--- config.mk ---
export PLATFORM = sky130hd
export DESIGN_NAME = vga_stream_tx
export DESIGN_NICKNAME = d
export VERILOG_FILES = /design/src/rtl/vga_tx_pkg.sv /design/src/rtl/vga_tx_fifo.sv /design/src/rtl/vga_stream_tx.sv
export SDC_FILE = /design/constraint.sdc
export NUM_CORES = 1
export LEC_CHECK = 0
export ABC_AREA = 0
export CAP_MARGIN = 10
export CORE_MARGIN = 2
export CORE_UTILIZATION = 45
export DETAILED_ROUTE_END_ITERATION = 7
export GPL_TIMING_DRIVEN = 0
export HOLD_SLACK_MARGIN = 0.02
export PLACE_DENSITY_LB_ADDON = 0.05
export SLEW_MARGIN = 20
export SYNTH_ARGS = -nofsm -noshare
export SYNTH_HDL_FRONTEND = slang
export SYNTH_SLANG_ARGS = --single-unit
--- constraint.sdc ---
create_clock -name I_PCLK -period 3.2 [get_ports I_PCLK]
set_input_delay 0.32 -clock I_PCLK [delete_from_list [all_inputs] [get_ports I_PCLK]]
set_output_delay 0.32 -clock I_PCLK [all_outputs]
set_load 0.1 [all_outputs]
--- src/rtl/vga_tx_pkg.sv ---
// rtl/vga_tx_pkg.sv - shared timing defaults, FSM encoding and FIFO entry layout for vga_stream_tx
package vga_tx_pkg;

  localparam int DEF_H_ACT = 640;
  localparam int DEF_H_FP  = 16;
  localparam int DEF_H_SW  = 96;
  localparam int DEF_H_BP  = 48;
  localparam int DEF_V_ACT = 480;
  localparam int DEF_V_FP  = 10;
  localparam int DEF_V_SW  = 2;
  localparam int DEF_V_BP  = 33;
  localparam int RGB_W     = 24;

  typedef enum logic {
    ST_ALIGN = 1'b0,
    ST_RUN   = 1'b1
  } tx_state_t;

  typedef struct packed {
    logic             sof;
    logic [RGB_W-1:0] rgb;
  } fifo_entry_t;

  localparam int ENTRY_W = $bits(fifo_entry_t);

endpackage

--- src/rtl/vga_tx_fifo.sv ---
// rtl/vga_tx_fifo.sv - show-ahead synchronous FIFO buffering {sof,rgb} pixels ahead of the timing engine
module vga_tx_fifo
  import vga_tx_pkg::*;
#(
  parameter int DEPTH = 4
) (
  input  logic        I_PCLK,
  input  logic        I_RST_N,
  input  logic        push,
  input  fifo_entry_t wr_entry,
  input  logic        pop,
  output fifo_entry_t head,
  output logic        full,
  output logic        empty
);

  localparam int AW = $clog2(DEPTH);

  fifo_entry_t    mem [DEPTH];
  logic [AW:0]    wptr;
  logic [AW:0]    rptr;

  // Extra pointer bit separates the full and empty cases when the indices match.
  assign empty = (wptr == rptr);
  assign full  = (wptr[AW] != rptr[AW]) && (wptr[AW-1:0] == rptr[AW-1:0]);
  assign head  = mem[rptr[AW-1:0]];

  always_ff @(posedge I_PCLK or negedge I_RST_N) begin
    if (!I_RST_N) begin
      wptr <= '0;
      rptr <= '0;
    end else begin
      if (push && !full) wptr <= wptr + 1'b1;
      if (pop && !empty) rptr <= rptr + 1'b1;
    end
  end

  always_ff @(posedge I_PCLK) begin
    if (push && !full) mem[wptr[AW-1:0]] <= wr_entry;
  end

endmodule

--- src/rtl/vga_stream_tx.sv ---
// rtl/vga_stream_tx.sv - VGA timing transmitter fed by a valid/ready pixel stream with SOF alignment
// Optional VGA_TX_STATS_EN adds saturating frame and underflow counters.
module vga_stream_tx
  import vga_tx_pkg::*;
#(
  parameter int          H_ACT      = DEF_H_ACT,
  parameter int          H_FP       = DEF_H_FP,
  parameter int          H_SW       = DEF_H_SW,
  parameter int          H_BP       = DEF_H_BP,
  parameter int          V_ACT      = DEF_V_ACT,
  parameter int          V_FP       = DEF_V_FP,
  parameter int          V_SW       = DEF_V_SW,
  parameter int          V_BP       = DEF_V_BP,
  parameter logic        SYNC_POL   = 1'b1,
  parameter logic [23:0] FILL_COLOR = 24'h000000,
  parameter int          FIFO_DEPTH = 4
) (
  input  logic        I_PCLK,
  input  logic        I_RST_N,
  input  logic [23:0] I_PIX_DATA,
  input  logic        I_SOF,
  input  logic        I_VALID,
  output logic        O_READY,
  output logic [23:0] O_PIX_DATA,
  output logic        O_HSYNC,
  output logic        O_VSYNC,
  output logic        O_DE,
  output logic        O_LOCKED,
  output logic        O_UNDERFLOW,
  output logic        O_ALIGN_ERR
`ifdef VGA_TX_STATS_EN
  ,
  output logic [15:0] O_FRAME_CNT,
  output logic [15:0] O_UNDERFLOW_CNT
`endif
);

  localparam int HT = H_SW + H_BP + H_ACT + H_FP;
  localparam int VT = V_SW + V_BP + V_ACT + V_FP;
  localparam int HW = $clog2(HT);
  localparam int VW = $clog2(VT);

  localparam logic [HW-1:0] H_LAST = HW'(HT - 1);
  localparam logic [HW-1:0] H_SWL  = HW'(H_SW);
  localparam logic [HW-1:0] H_A0   = HW'(H_SW + H_BP);
  localparam logic [HW-1:0] H_A1   = HW'(H_SW + H_BP + H_ACT - 1);
  localparam logic [VW-1:0] V_LAST = VW'(VT - 1);
  localparam logic [VW-1:0] V_SWL  = VW'(V_SW);
  localparam logic [VW-1:0] V_A0   = VW'(V_SW + V_BP);
  localparam logic [VW-1:0] V_A1   = VW'(V_SW + V_BP + V_ACT - 1);

  logic [HW-1:0] hcnt;
  logic [VW-1:0] vcnt;
  logic          hsync_c, vsync_c, act_c, first_c;
  logic          ready_en, full, empty, push, pop;
  fifo_entry_t   head;
  fifo_entry_t   wr_entry;
  tx_state_t     state_q, state_d;
  logic [23:0]   pix_c;
  logic          underflow_c, align_err_c;

  always_ff @(posedge I_PCLK or negedge I_RST_N) begin
    if (!I_RST_N) begin
      hcnt <= '0;
      vcnt <= '0;
    end else if (hcnt == H_LAST) begin
      hcnt <= '0;
      vcnt <= (vcnt == V_LAST) ? '0 : vcnt + 1'b1;
    end else begin
      hcnt <= hcnt + 1'b1;
    end
  end

  assign hsync_c = (hcnt < H_SWL);
  assign vsync_c = (vcnt < V_SWL);
  assign act_c   = (hcnt >= H_A0) && (hcnt <= H_A1) && (vcnt >= V_A0) && (vcnt <= V_A1);
  assign first_c = act_c && (hcnt == H_A0) && (vcnt == V_A0);

  assign O_READY  = ready_en && !full;
  assign push     = I_VALID && O_READY;
  assign wr_entry = '{sof: I_SOF, rgb: I_PIX_DATA};

  vga_tx_fifo #(.DEPTH(FIFO_DEPTH)) u_fifo (
    .I_PCLK   (I_PCLK),
    .I_RST_N  (I_RST_N),
    .push     (push),
    .wr_entry (wr_entry),
    .pop      (pop),
    .head     (head),
    .full     (full),
    .empty    (empty)
  );

  always_comb begin
    state_d     = state_q;
    pop         = 1'b0;
    pix_c       = FILL_COLOR;
    underflow_c = 1'b0;
    align_err_c = 1'b0;
    case (state_q)
      ST_ALIGN: begin
        // Untagged pixels are flushed every cycle; a SOF head waits for the frame origin.
        if (!empty) begin
          if (!head.sof) begin
            pop = 1'b1;
          end else if (first_c) begin
            pop     = 1'b1;
            pix_c   = head.rgb;
            state_d = ST_RUN;
          end
        end
      end
      ST_RUN: begin
        if (act_c) begin
          if (empty) begin
            underflow_c = 1'b1;
            state_d     = ST_ALIGN;
          end else if (first_c && !head.sof) begin
            pop         = 1'b1;
            align_err_c = 1'b1;
            state_d     = ST_ALIGN;
          end else if (!first_c && head.sof) begin
            align_err_c = 1'b1;
            state_d     = ST_ALIGN;
          end else begin
            pop   = 1'b1;
            pix_c = head.rgb;
          end
        end
      end
      default: state_d = ST_ALIGN;
    endcase
  end

  always_ff @(posedge I_PCLK or negedge I_RST_N) begin
    if (!I_RST_N) begin
      state_q     <= ST_ALIGN;
      ready_en    <= 1'b0;
      O_HSYNC     <= ~SYNC_POL;
      O_VSYNC     <= ~SYNC_POL;
      O_DE        <= 1'b0;
      O_PIX_DATA  <= '0;
      O_UNDERFLOW <= 1'b0;
      O_ALIGN_ERR <= 1'b0;
    end else begin
      state_q     <= state_d;
      ready_en    <= 1'b1;
      O_HSYNC     <= hsync_c ? SYNC_POL : ~SYNC_POL;
      O_VSYNC     <= vsync_c ? SYNC_POL : ~SYNC_POL;
      O_DE        <= act_c;
      O_PIX_DATA  <= act_c ? pix_c : '0;
      O_UNDERFLOW <= underflow_c;
      O_ALIGN_ERR <= align_err_c;
    end
  end

  assign O_LOCKED = (state_q == ST_RUN);

`ifdef VGA_TX_STATS_EN
  logic frame_wrap;
  assign frame_wrap = (hcnt == H_LAST) && (vcnt == V_LAST);

  always_ff @(posedge I_PCLK or negedge I_RST_N) begin
    if (!I_RST_N) begin
      O_FRAME_CNT     <= '0;
      O_UNDERFLOW_CNT <= '0;
    end else begin
      if (frame_wrap && (O_FRAME_CNT != 16'hFFFF)) O_FRAME_CNT <= O_FRAME_CNT + 1'b1;
      if (underflow_c && (O_UNDERFLOW_CNT != 16'hFFFF)) O_UNDERFLOW_CNT <= O_UNDERFLOW_CNT + 1'b1;
    end
  end
`endif

endmodule

==> results of run 1 <==
per-layer routing:
metal,share of wire [%],vias up
met4,1.3,0
li1,-,1545
met3,3.3,8
met1,45,1703
met2,51,55
met5,0,-
layout by cell type (no fill, tap or decap), types with 8 or more instances in the layout:
cell type / netlist / final
sky130_fd_sc_hd__clkbuf_1: 8 / 8
sky130_fd_sc_hd__nor2b_2: 18 / 18
sky130_fd_sc_hd__nor2_1: 11 / 11
sky130_fd_sc_hd__ha_1: 12 / 12
sky130_fd_sc_hd__o21ai_0: 10 / 10
sky130_fd_sc_hd__inv_1: 10 / 10
sky130_fd_sc_hd__clkbuf_16: 0 / 17
sky130_fd_sc_hd__nand2_1: 13 / 13
sky130_fd_sc_hd__edfxtp_1: 100 / 100
sky130_fd_sc_hd__xor2_1: 9 / 9
sky130_fd_sc_hd__mux4_2: 25 / 25
sky130_fd_sc_hd__nand3_1: 8 / 8
sky130_fd_sc_hd__clkdlybuf4s50_1: 0 / 56
sky130_fd_sc_hd__dfrtp_1: 57 / 57
metrics by stage:
stage	setup slack (ps)	hold WS [ps]	cells	setup TNS (ps)
detailed placement	199	262	606	0
global placement	-240	477	602	-13410
floorplan	131	24.4	364	0
global route	21.8	394	638	0
finish	227	357	638	0
CTS	31.5	360	638	0
final cells by class:
type / instances / area (µm²)
buffer: 14 / 72.6
clock buffer: 18 / 439
clock inverter: 13 / 190
fill: 1124 / 5970
inverter: 10 / 37.5
multi-input combinational: 183 / 1740
sequential: 157 / 4430
tap: 180 / 225
timing repair buffer: 63 / 671
timing repair:
action | CTS | global route
gates resized for setup | 0 | 1
hold buffers | 1 | 0
setup buffers | 0 | 0
endpoints found under the hold margin | 25 | 0
setup endpoints to repair | 0 | 1
registers in the layout (all words and copies together) (netlist names):
name / count
O_LOCKED: 1
vcnt: 10
O_HSYNC: 1
u_fifo.wptr: 3
ready_en: 1
O_UNDERFLOW: 1
O_ALIGN_ERR: 1
u_fifo.mem: 100
O_PIX_DATA: 24
O_VSYNC: 1
u_fifo.rptr: 3
hcnt: 10
O_DE: 1
power breakdown:
| group | internal [mW] | switching [mW] | leakage (nW) | total (mW) |
|---|---|---|---|---|
| Combinational | 0.556 | 0.556 | 0.937 | 1.11 |
| Sequential | 2.37 | 0.0636 | 1.66 | 2.44 |
| Clock | 1.33 | 0.783 | 0.295 | 2.11 |
| Total | 4.26 | 1.40 | 2.90 | 5.66 |
worst max-delay path, delay by kind of cell (launching register included):
family / cells / cell delay (ps)
buf+inv: 2 / 290
flops: 1 / 420
simple gates: 5 / 1780
compound gates: 1 / 180
fa+ha+maj: 1 / 220
cells by family after synthesis:
kind of cell / after synthesis / share of synthesized area (%)
other: 1 / 0.0598
muxes: 27 / 9.33
AOI/OAI and AO/OA: 32 / 3.69
and+or+nand+nor: 96 / 10.1
adders and majority gates: 12 / 2.39
DFF: 157 / 70.6
xor gates and xnor gates: 15 / 2.09
buffers and inverters: 24 / 1.75
worst min-delay path by stage:
| stage | endpoint | cells after the start |
|---|---|---|
| global placement | u_fifo.wptr[2] | 1 |
| floorplan | O_ALIGN_ERR | 0 |
| detailed placement | u_fifo.rptr[2] | 1 |
| finish | u_fifo.rptr[2] | 2 |
| CTS | u_fifo.rptr[2] | 2 |
| global route | u_fifo.rptr[2] | 2 |
==> metrics.yaml, run 1 <==
outcome: "complete, no violations"
route.detailed.vias_per_inst: 5.19
worst_setup_path_end_kind: "flop"
clock-sinks: 157
synth_nets: 404
drt_drc_violations_left: 0
worst_slew_pin_slew_ps: 987
final_core_utilization_pct: 56.7
ir_worst_vdd_mv: 0.395
postSynth.asyncResetShare_pct: 36.3
worst_endpoint_required_time_ps: 3550
drtIter0Drc: 170
layout-area-overhead-vs-synth_pct: 24.5
rsz0062_at_grt: "no"
critical_path.max_fanout: 10
critPathKind: "flop to flop"
busiest_layer: "met2"
io_pins: 59
post_synth.cell_area_avg_um2: 17.2
cell_area_after_synthesis_mm2: 0.00627
first_pass_grt_wire_length_mm: 18.4
max_stage_delay_ps: 530
grt.total_usage_pct: 16.8
cts_htree_levels: 4
insertedDiodeCount: 0
detailedRoute.firstPassIterationCount: 4
timing.critical_path.to: "O_PIX_DATA[22]"
syn-instance-count: 364
cellLeakagePower_nw: 2.90
die_x_um: 122
seq_area_frac_synth_pct: 70.6
postRouteAntennaNets: 0
dr_total_vias: 3311
clock_tree.buffer_depth: 2
gpl.final_weighted_congestion: 0.832
drive_gt1_share_pct: 21.6
clk_pin_slew_ps: 60
globalRoute.totalOverflow: 0
hold_path.class: "input pin to asynchronous set/reset pin"
reg2reg_to: "O_PIX_DATA[22]"
timing.final.setup_violations: 0
synth.distinct_cells: 55
nets: 486
cellPowerDensity_mw_per_mm2: 725
final-max-slew-violation-count: 0
placement.io_buffers: 58
core_mm2: 0.0138
regToRegSetupSlack_ps: 230
wl_per_cell_um: 17.6
cts_tree: "built"
use_met1_pct: 21.8
cts_made_buffers: 17
time_the_final_worst_path_needs_with_i_o_delays_and_setup_ps: 2970
dp_hpwl_mm: 7.06
post_synth_top_area_cell: "sky130_fd_sc_hd__edfxtp_1"
timing.critical_path.mode_cell: "sky130_fd_sc_hd__nor3_1"
initial_core_util_pct: 45.5
critPathLaunch: "vcnt[8]"
grt_use_met2_pct: 27.3
synth_edf_count: 100
path_cells: "or3_4 > or4_4 > nor3_1 > inv_1 > ha_1 > nor3_1 > o211ai_4 > buf_6 > nor2b_2"
synth_seq_cells: 157
placedInstanceArea_mm2: 0.00717
hold_violations: 0
leading_cell_type_by_number_of_instances_after_synthesis: "sky130_fd_sc_hd__edfxtp_1"
dieArea_mm2: 0.0149
synth_top_cell_area_share_pct: 47.9
crit_path_top_delay_cell: "sky130_fd_sc_hd__or4_4"
largest_net_degree_at_the_start_of_global_routing: 33
met3_usage_pct: 4.35
worstPathArrival_ps: 3320
finish.instance_area_mm2: 0.00781
timing.final.crit_share_pct: 92.9
final.setup_skew_ps: 10.1
synth_commonest_cells: "sky130_fd_sc_hd__edfxtp_1, sky130_fd_sc_hd__dfrtp_1, sky130_fd_sc_hd__mux4_2"
placementRows: 43
totalWireLength_mm: 11.3
yosys-top-cells-area: "sky130_fd_sc_hd__edfxtp_1, sky130_fd_sc_hd__dfrtp_1, sky130_fd_sc_hd__mux4_2"
root_buffer: "sky130_fd_sc_hd__clkbuf_16"
max_cap_violations: 0
ys.flop_type: "sky130_fd_sc_hd__edfxtp_1"
die_h_um: 122
number_of_global_route_vias_before_repair: 3528
reg2reg_from: "vcnt[8]"
maxSlewHeadroom_pct: 34.0
antenna_found_initial: 0
rr_worst_depth: 9
totalPowerFinal_mw: 5.66
worst_skew_pair.late_latency_ps: 420
worstSetupStartpointType: "flop"
maxClockFrequency_mhz: 336
number_of_warnings_printed_during_yosys_synthesis: 0
No activity file was read; power rests on OpenSTA's default activity.
==> run 2: changes to the inputs <==
Settings changed: SLEW_MARGIN 20 to not set.
==> metrics.yaml, run 2 (same netlist as run 1, synthesis figures left out) <==
cellPowerDensity_mw_per_mm2: 727
ir_worst_vdd_mv: 0.452
detailedRoute.firstPassIterationCount: 5
path_cells: "or3_4 > or4_4 > nor3_1 > inv_1 > ha_1 > nor3_1 > o211ai_4 > buf_6 > nor2b_2"
totalPowerFinal_mw: 5.61
count_of_buffers_added_by_post_cts_timing_repair_for_setup: 0
finish.instance_area_mm2: 0.00772
insertedDiodeCount: 0
maxSlewHeadroom_pct: 34.0
commonest_non_fill_non_tap_cell_in_the_layout: "sky130_fd_sc_hd__edfxtp_1"
number_of_flip_flops_in_the_largest_register: 100
hold_path.class: "flop to flop"
worst_skew_pair.late_latency_ps: 420
max_cap_violations: 0
stdcell_count: 634
wl_per_cell_um: 17.8
timing.critical_path.mode_cell: "sky130_fd_sc_hd__nor3_1"
totalWireLength_mm: 11.3
cellLeakagePower_nw: 2.86
initial_core_util_pct: 45.5
clock_tree.buffer_depth: 2
postRouteAntennaNets: 0
clock-sinks: 157
placement.io_buffers: 58
timing.final.setup_violations: 0
drive_gt1_share_pct: 20.9
worst_setup_path_end_kind: "flop"
die_x_um: 122
worst_endpoint_required_time_ps: 3540
hold_violations: 0
maxClockFrequency_mhz: 334
dp_hpwl_mm: 6.83
worst_slew_pin_slew_ps: 987
worst_path_dominant_cell_family: "simple AND/OR/NAND/NOR gates"
placed_cells: 602
critPathBufInv: 2
layout-area-overhead-vs-synth_pct: 23.0
final.setup.tns_ps: 0
first_pass_grt_wire_length_mm: 18.2
worstPathArrival_ps: 3340
io_pins: 59
crit_path_top_delay_cell: "sky130_fd_sc_hd__or4_4"
die_h_um: 122
cts_tree: "built"
largest_net_degree_at_the_start_of_global_routing: 58
clk_pin_slew_ps: 60
core_mm2: 0.0138
drtIter0Drc: 220
layout_common_cells: "sky130_fd_sc_hd__edfxtp_1, sky130_fd_sc_hd__dfrtp_1, sky130_fd_sc_hd__clkdlybuf4s50_1"
number_of_global_route_vias_before_repair: 3472
dr_total_vias: 3285
globalRoute.totalOverflow: 0
grt.total_usage_pct: 16.6
placementRows: 43
placedInstanceArea_mm2: 0.00709
rsz0062_at_grt: "no"
final.setup_skew_ps: 7.52
critical_path.max_fanout: 10
nets: 482
regToRegSetupSlack_ps: 200
timing.final.crit_share_pct: 93.6
dieArea_mm2: 0.0149
root_buffer: "sky130_fd_sc_hd__clkbuf_16"
critPathKind: "flop to flop"
route.detailed.vias_per_inst: 5.18
gpl.final_weighted_congestion: 0.832
worstSetupStartpointType: "flop"
outcome: "complete, no violations"
max_stage_delay_ps: 540
final-max-slew-violation-count: 0
cts_htree_levels: 4
time_the_final_worst_path_needs_with_i_o_delays_and_setup_ps: 3000
antenna_found_initial: 0
drt_drc_violations_left: 0
cts_made_buffers: 17
run 2: cell types whose count changed in the layout (fill, tap and decap cells not counted):
cell,change
sky130_fd_sc_hd__buf_12,-4
sky130_fd_sc_hd__clkinv_2,+1
sky130_fd_sc_hd__clkinv_4,+1
sky130_fd_sc_hd__inv_6,-1
sky130_fd_sc_hd__clkbuf_8,-1
run 2: metrics by stage:
| step | util (%) | setup slack, ps | hold WS, ps |
|---|---|---|---|
| finish | 56.0 | 204 | 488 |
| global route | 56.0 | 18.0 | 523 |
| CTS | 56.0 | 25.1 | 488 |
| detailed placement | 51.4 | 208 | 462 |
| global placement | 51.4 | -240 | 477 |
| floorplan | - | 131 | 24.4 |
run 2: worst paths after layout:
check,cells past startpoint,endpoint,start
max in group asynchronous,2,O_PIX_DATA[11],I_RST_N
min reg2reg,1,u_fifo.wptr[2],u_fifo.wptr[2]
min in group asynchronous,2,u_fifo.rptr[2],I_RST_N
max,9,O_PIX_DATA[22],vcnt[8]
max reg2reg,9,O_PIX_DATA[22],vcnt[8]
min,1,u_fifo.wptr[2],u_fifo.wptr[2]
run 2: metal layers:
layer | part of all wire (%) | global-route usage (%) | vias up
met2 | 50 | 27.2 | 57
met4 | 1.4 | 7.11 | 0
met1 | 45 | 21.2 | 1678
li1 | - | - | 1536
met3 | 3.4 | 4.26 | 14
met5 | 0 | 0 | -
run 2: layout make-up:
| class | count | area (µm²) |
|---|---|---|
| multi-input combinational | 183 | 1740 |
| clock inverter | 14 | 195 |
| inverter | 10 | 37.5 |
| tap | 180 | 225 |
| timing repair buffer | 59 | 591 |
| sequential | 157 | 4430 |
| fill | 1125 | 6050 |
| clock buffer | 17 | 425 |
| buffer | 14 | 72.6 |
run 2: timing repair:
item | in CTS | in global routing
setup endpoints to repair | 0 | 1
hold buffers | 1 | 0
hold endpoints to repair | 26 | 0
resized for setup | 0 | 1
run 2: report_power, final:
group          leakage, nW  switching, mW  total (mW)  internal [mW]
clock network        0.291          0.795        2.10           1.30
registers             1.66         0.0644        2.44           2.38
logic                0.903          0.548        1.08          0.528
total                 2.86           1.41        5.61           4.21
==> variant 1, RTL diff (flow settings as in run 2) <==
Change the parameter `SYNC_POL` from 1'b1 to 1'b0.
--- a/src/rtl/vga_stream_tx.sv
+++ b/src/rtl/vga_stream_tx.sv
@@ -12,5 +12,5 @@
   parameter int          V_SW       = DEF_V_SW,
   parameter int          V_BP       = DEF_V_BP,
-  parameter logic        SYNC_POL   = 1'b1,
+  parameter logic        SYNC_POL   = 1'b0,
   parameter logic [23:0] FILL_COLOR = 24'h000000,
   parameter int          FIFO_DEPTH = 4
Function: changed (Yosys sat finds a counterexample within 4 cycles, from zero or initial values and one cycle with I_RST_N low).
==> variant 1 against run 2 <==
  * Power about the same
  * Maximum frequency up 1.3%
  * Setup slack better by 0.040 ns
  * Synthesized area up 0.22%
  * Cell area up 0.11%
  * Routed wire length up 4.0%
  * Sequential cell count unchanged
  * Synthesized cell count up 0.55%
  * Highest routed layer unchanged
==> variant 1: results (changes against run 2) <==
Logic synthesis
The sequential area share after synthesis is 70.5% (-0.11 points). The net count after synthesis is 406 (+0.50%). Yosys attributes the largest share of cell area to edfxtp_1 (48%), dfrtp_1 (22%), mux4_2 (9.0%). The commonest cells after synthesis are edfxtp_1 (100), dfrtp_1 (55), mux4_2 (25). The mean cell area of the mapped netlist is 17.2 µm² (-0.33%).

Placement
The number of instances in the placed design is 604 (+0.33%). The pre-CTS worst setup slack is 0.107 ns (-0.102 ns). The global placer's final weighted congestion is 0.831 (about the same). The instance area after placement is 7100 µm² (+0.19%).

Pwr
The total power density per cell area came to 727 nW/µm² (about the same). The leakage dissipation is 2.88 nW (+0.70%). The maximum vdd drop came to 0.000649 V (+43%). The switching power is 1.46 mW (+3.7%).

Worst setup path
The most critical setup path has its startpoint at vcnt[7]. The slack of the worst reg-to-reg path came to 0.24 ns (+0.04 ns). The reg-to-reg critical path endpoint is O_PIX_DATA[11]. The data arrival time of the critical path is 3.30 ns (-0.04 ns).

Global route
The global-route track usage on met3 was 5.52% (+1.3 points). The met2 layer usage reported by global route is 28.0% (+0.79 points). The total global routing track utilization came to 17.5% (+0.87 points). The global routing met1 resource utilization is 23.0% (+1.9 points). The first-pass GRT wire length is 19,000 µm (+4.3%).

Finish
The number of nets at the end of the flow is 484 (+0.41%). The count of plain and timing-repair buffers was 74 (+1.4%). The proportion of cell area occupied by multi-input gates came to 22.7% (+0.14 points). The data-path buffer share of cell area in the final layout is 8.63% (+0.039 points). The clock distribution area overhead in the final layout is 7.90% (-0.14 points). The sequential cell area in the final layout is 4430 µm² (about the same). The number of filler cells placed in the layout is 1,169 (+3.9%). The count of multi-input gates came to 184 (+0.55%).

Drt
The detailed-route wire length on metal 1 was 5370 µm (+6.0%). The wire length on met2 is 5820 µm (+2.6%). The vias after detailed routing came to 3,315 (+0.91%).

The post-detailed-routing wire length is 11,700 µm (+4.0%). The number of DRC violations after detailed-routing iteration 0 is 245 (+11%). The length of the first detailed-routing pass in iterations is 4 (-1). The final routed wire length divided by cell count is 18.4 µm (+3.5%).

Status
The run finished with clean final reports.

STA
The final worst clock skew came to 0.00809 ns (+0.000578 ns). The worst hold-check slack is 0.487 ns (-0.00143 ns).
[variant 1: worst max path at each step]
stage	slack [ns]	cells past startpoint	end
6_report	0.24	9	O_PIX_DATA[11]
5_1_grt	0.09	9	O_PIX_DATA[7]
4_1_cts	0.03	5	O_READY
3_5_place_dp	0.11	9	O_PIX_DATA[11]
3_3_place_gp	-0.33	1	O_PIX_DATA[6]
2_1_floorplan	0.13	5	u_fifo.mem[3][0]
[variant 1: kinds of logic (layout without fill, tap and decap cells)]
group,Yosys count,after routing,share of synthesized area (%)
flip-flops,157,157,70.5
AND/OR/NAND/NOR,97,97,10.2
AO/OA/AOI/OAI,32,32,3.60
multiplexers,27,27,9.31
buffers and inverters,25,116,1.81
XOR/XNOR,15,15,2.09
adder cells (fa/ha/maj),12,12,2.39
other,1,1,0.0596
[variant 1: timing repair]
action,CTS,global route
setup buffers,0,0
hold buffers,1,0
setup endpoints to repair,0,8
endpoints found under the hold margin,20,0
resized for setup,0,2
==> variant 2, RTL diff (config.mk and constraints of run 2) <==
Without the edit above. Register the output `O_UNDERFLOW` once more; this adds one clock of latency there. The other outputs are not delayed to match.
--- a/src/rtl/vga_stream_tx.sv
+++ b/src/rtl/vga_stream_tx.sv
@@ -49,4 +49,6 @@
   localparam logic [VW-1:0] V_A0   = VW'(V_SW + V_BP);
   localparam logic [VW-1:0] V_A1   = VW'(V_SW + V_BP + V_ACT - 1);
+
+  logic O_UNDERFLOW_s0;
 
   logic [HW-1:0] hcnt;
@@ -141,5 +143,5 @@
       O_DE        <= 1'b0;
       O_PIX_DATA  <= '0;
-      O_UNDERFLOW <= 1'b0;
+      O_UNDERFLOW_s0 <= 1'b0;
       O_ALIGN_ERR <= 1'b0;
     end else begin
@@ -150,5 +152,5 @@
       O_DE        <= act_c;
       O_PIX_DATA  <= act_c ? pix_c : '0;
-      O_UNDERFLOW <= underflow_c;
+      O_UNDERFLOW_s0 <= underflow_c;
       O_ALIGN_ERR <= align_err_c;
     end
@@ -172,4 +174,12 @@
 `endif
 
+  always_ff @(posedge I_PCLK or negedge I_RST_N) begin
+    if (!I_RST_N) begin
+      O_UNDERFLOW <= '0;
+    end else begin
+      O_UNDERFLOW <= O_UNDERFLOW_s0;
+    end
+  end
+
 endmodule
 
Behaviour: same outputs for any inputs over 10 cycles, from zero or initial values and one cycle with I_RST_N low; that may be too few to reach the edited logic, so the function may still have changed.
==> variant 2 against run 2 <==
  * The run now ends with hold timing left
  * Non-clock buffer count fell by 1
  * Synthesized area rose by 0.40%
  * Setup slack improved by 0.11 ns
  * Count of clock-buffer cells in the layout did not move
  * Hold slack got worse by 0.51 ns
  * Clock skew rose by 0.0013 ns
  * Global-route usage rose by 0.12 points
  * Clock power fell by 2%
  * Routed wire length rose by 0.17%
  * Sequential cell count rose by 1
  * Power fell by 0.39%
  * Cell area barely moved
==> variant 2: results (changes against run 2) <==
Drt
The final routed wire length divided by cell count was 17.8 µm (about the same). The per-cell via count in the routed design was 5.26 (+1.6%). The wire length on met2 is 5690 µm (+0.32%). The met3 wire length was 473 µm (+23%). The detailed-route wire length on metal 1 came to 5000 µm (-1.1%).

The length of the first detailed-routing pass in iterations came to 4 (-1). The number of DRC violations after detailed-routing iteration 0 was 280 (+27%).

Logic synthesis
The count of different cell masters after synthesis is 55 (unchanged). The count of synthesis-stage warnings from yosys is 0 (unchanged). The adder-cell area share of the yosys netlist came to 2.38% (-0.0095 points). The top cell type's share of synthesized area was 47.7% (-0.19 points). The commonest cells after synthesis are edfxtp_1 (100), dfrtp_1 (58), mux4_2 (25). The xor and xnor fraction of the mapped netlist area came to 2.09% (-0.0083 points). The net count after synthesis is 405 (+0.25%). The share of the synthesized area in compound gates (AO/OA/AOI/OAI) is 3.68% (-0.015 points). Yosys attributes the largest share of cell area to edfxtp_1 (48%), dfrtp_1 (23%), mux4_2 (8.9%). The portion of netlist area occupied by mux cells is 9.30% (-0.037 points).

The share of synthesized flip-flops with an asynchronous set or reset is 36.7% (+0.40 points). The sequential area share after synthesis was 70.7% (+0.12 points).

Clocking
The number of CTS-inserted buffers is 17 (unchanged). The clock-pin transition on the worst setup and hold timing paths is 0.06 ns (about the same). The number of hold buffers added after CTS was 0 (-1).

The clock insertion delay at the later pin of the skew report was 0.42 ns (about the same).

Worst setup path
The data arrival time of the critical path is 3.23 ns (-0.11 ns). The last element of the critical path is O_PIX_DATA[20]. The slack of the worst reg-to-reg path is 0.32 ns (+0.11 ns). The slowest stage of the critical path belongs to the cell or4_4.

Status
The checks that failed: hold timing. The flow ran to the end, but the final reports show violations.

Global route
The pin count of the biggest net entering global routing is 59 (+1.7%). The total global routing track utilization is 16.8% (+0.12 points). The first-pass GRT wire length is 18,100 µm (-0.72%). The number of global-route vias before repair is 3,342 (-3.7%).

STA
The final worst clock skew came to 0.00886 ns (+0.00134 ns). The hold violation count in the final report is 14 (+14). The worst hold-check slack came to -0.0264 ns (-0.514 ns).

The worst relative slew slack is 34.6% (+0.55 points).

Pwr
The leakage dissipation was 2.87 nW (+0.39%). The maximum vdd drop is 0.000416 V (-8.1%).

Worst hold path
The path class of the tightest hold or removal check is input pin to asynchronous set/reset pin.

Finish
The fraction of final layout cells with drive strength greater than 1 is 20.9% (-0.046 points). The number of filler cells placed in the layout came to 1,152 (+2.4%). The count of antenna diodes in the layout was 0 (unchanged).

Placement
The global placer's final weighted congestion is 0.835 (+0.35%). The half-perimeter wire length of the detailed placement result came to 6720 µm (-1.5%). The instance area after placement is 7110 µm² (+0.35%).
==> variant 2: cell count changes after synthesis, sizes merged <==
cell / before / now
dfrtp: 57 / 58
==> variant 2: per-stage QoR <==
stage	util [%]	hold WS (ns)	setup slack (ns)	total power, mW	std cells
floorplan	-	0.0244	0.131	3.31	365
global placement	51.6	0.333	-0.291	3.59	603
detailed placement	51.6	0.340	0.204	3.60	603
CTS	56.0	0.0272	0.0413	5.68	635
global route	56.1	0.0528	0.109	5.85	635
finish	56.1	-0.0264	0.317	5.59	635
==> variant 2: area by class of cell <==
cell class	count	area [µm²]	share of cell area, %
sequential	158	4450	57.7
multi-input combinational	183	1750	22.6
timing repair buffer	58	581	7.52
clock inverter	15	181	2.35
clock buffer	17	425	5.51
buffer	14	72.6	0.939
inverter	10	37.5	0.486
tap	180	225	2.92
==> variant 2: per-layer routing <==
metal	global-route usage, %	vias to the layer above
met5	0	-
met4	6.03	0
met3	4.88	14
met2	27.4	66
met1	21.4	1707
li1	-	1556
==> variant 2: cells by family (layout without fill, tap and decap cells) <==
family,count (synthesis),in the layout
AO/OA/AOI/OAI,32,32
adder cells (fa/ha/maj),12,12
multiplexers,27,27
XOR/XNOR,15,15
AND/OR/NAND/NOR,96,96
flip-flops,158,158
buffers and inverters,24,114
other,1,1
==> variant 2: how the worst min path moves through the flow <==
| stage | startpoint | to | slack (ns) | cells after the start |
|---|---|---|---|---|
| 6_report | I_RST_N | O_UNDERFLOW | -0.03 | 1 |
| 5_1_grt | I_RST_N | O_PIX_DATA[15] | 0.05 | 1 |
| 4_1_cts | I_RST_N | O_UNDERFLOW | 0.03 | 1 |
| 3_5_place_dp | O_UNDERFLOW_s0 | O_UNDERFLOW | 0.34 | 0 |
| 3_3_place_gp | O_UNDERFLOW_s0 | O_UNDERFLOW | 0.33 | 0 |
| 2_1_floorplan | I_RST_N | O_ALIGN_ERR | 0.02 | 0 |
==> variant 2: power breakdown <==
group          internal, mW  switching, mW  total, mW
clock network          1.24          0.824       2.06
registers              2.39         0.0623       2.45
logic                 0.526          0.552       1.08
total                  4.15           1.44       5.59
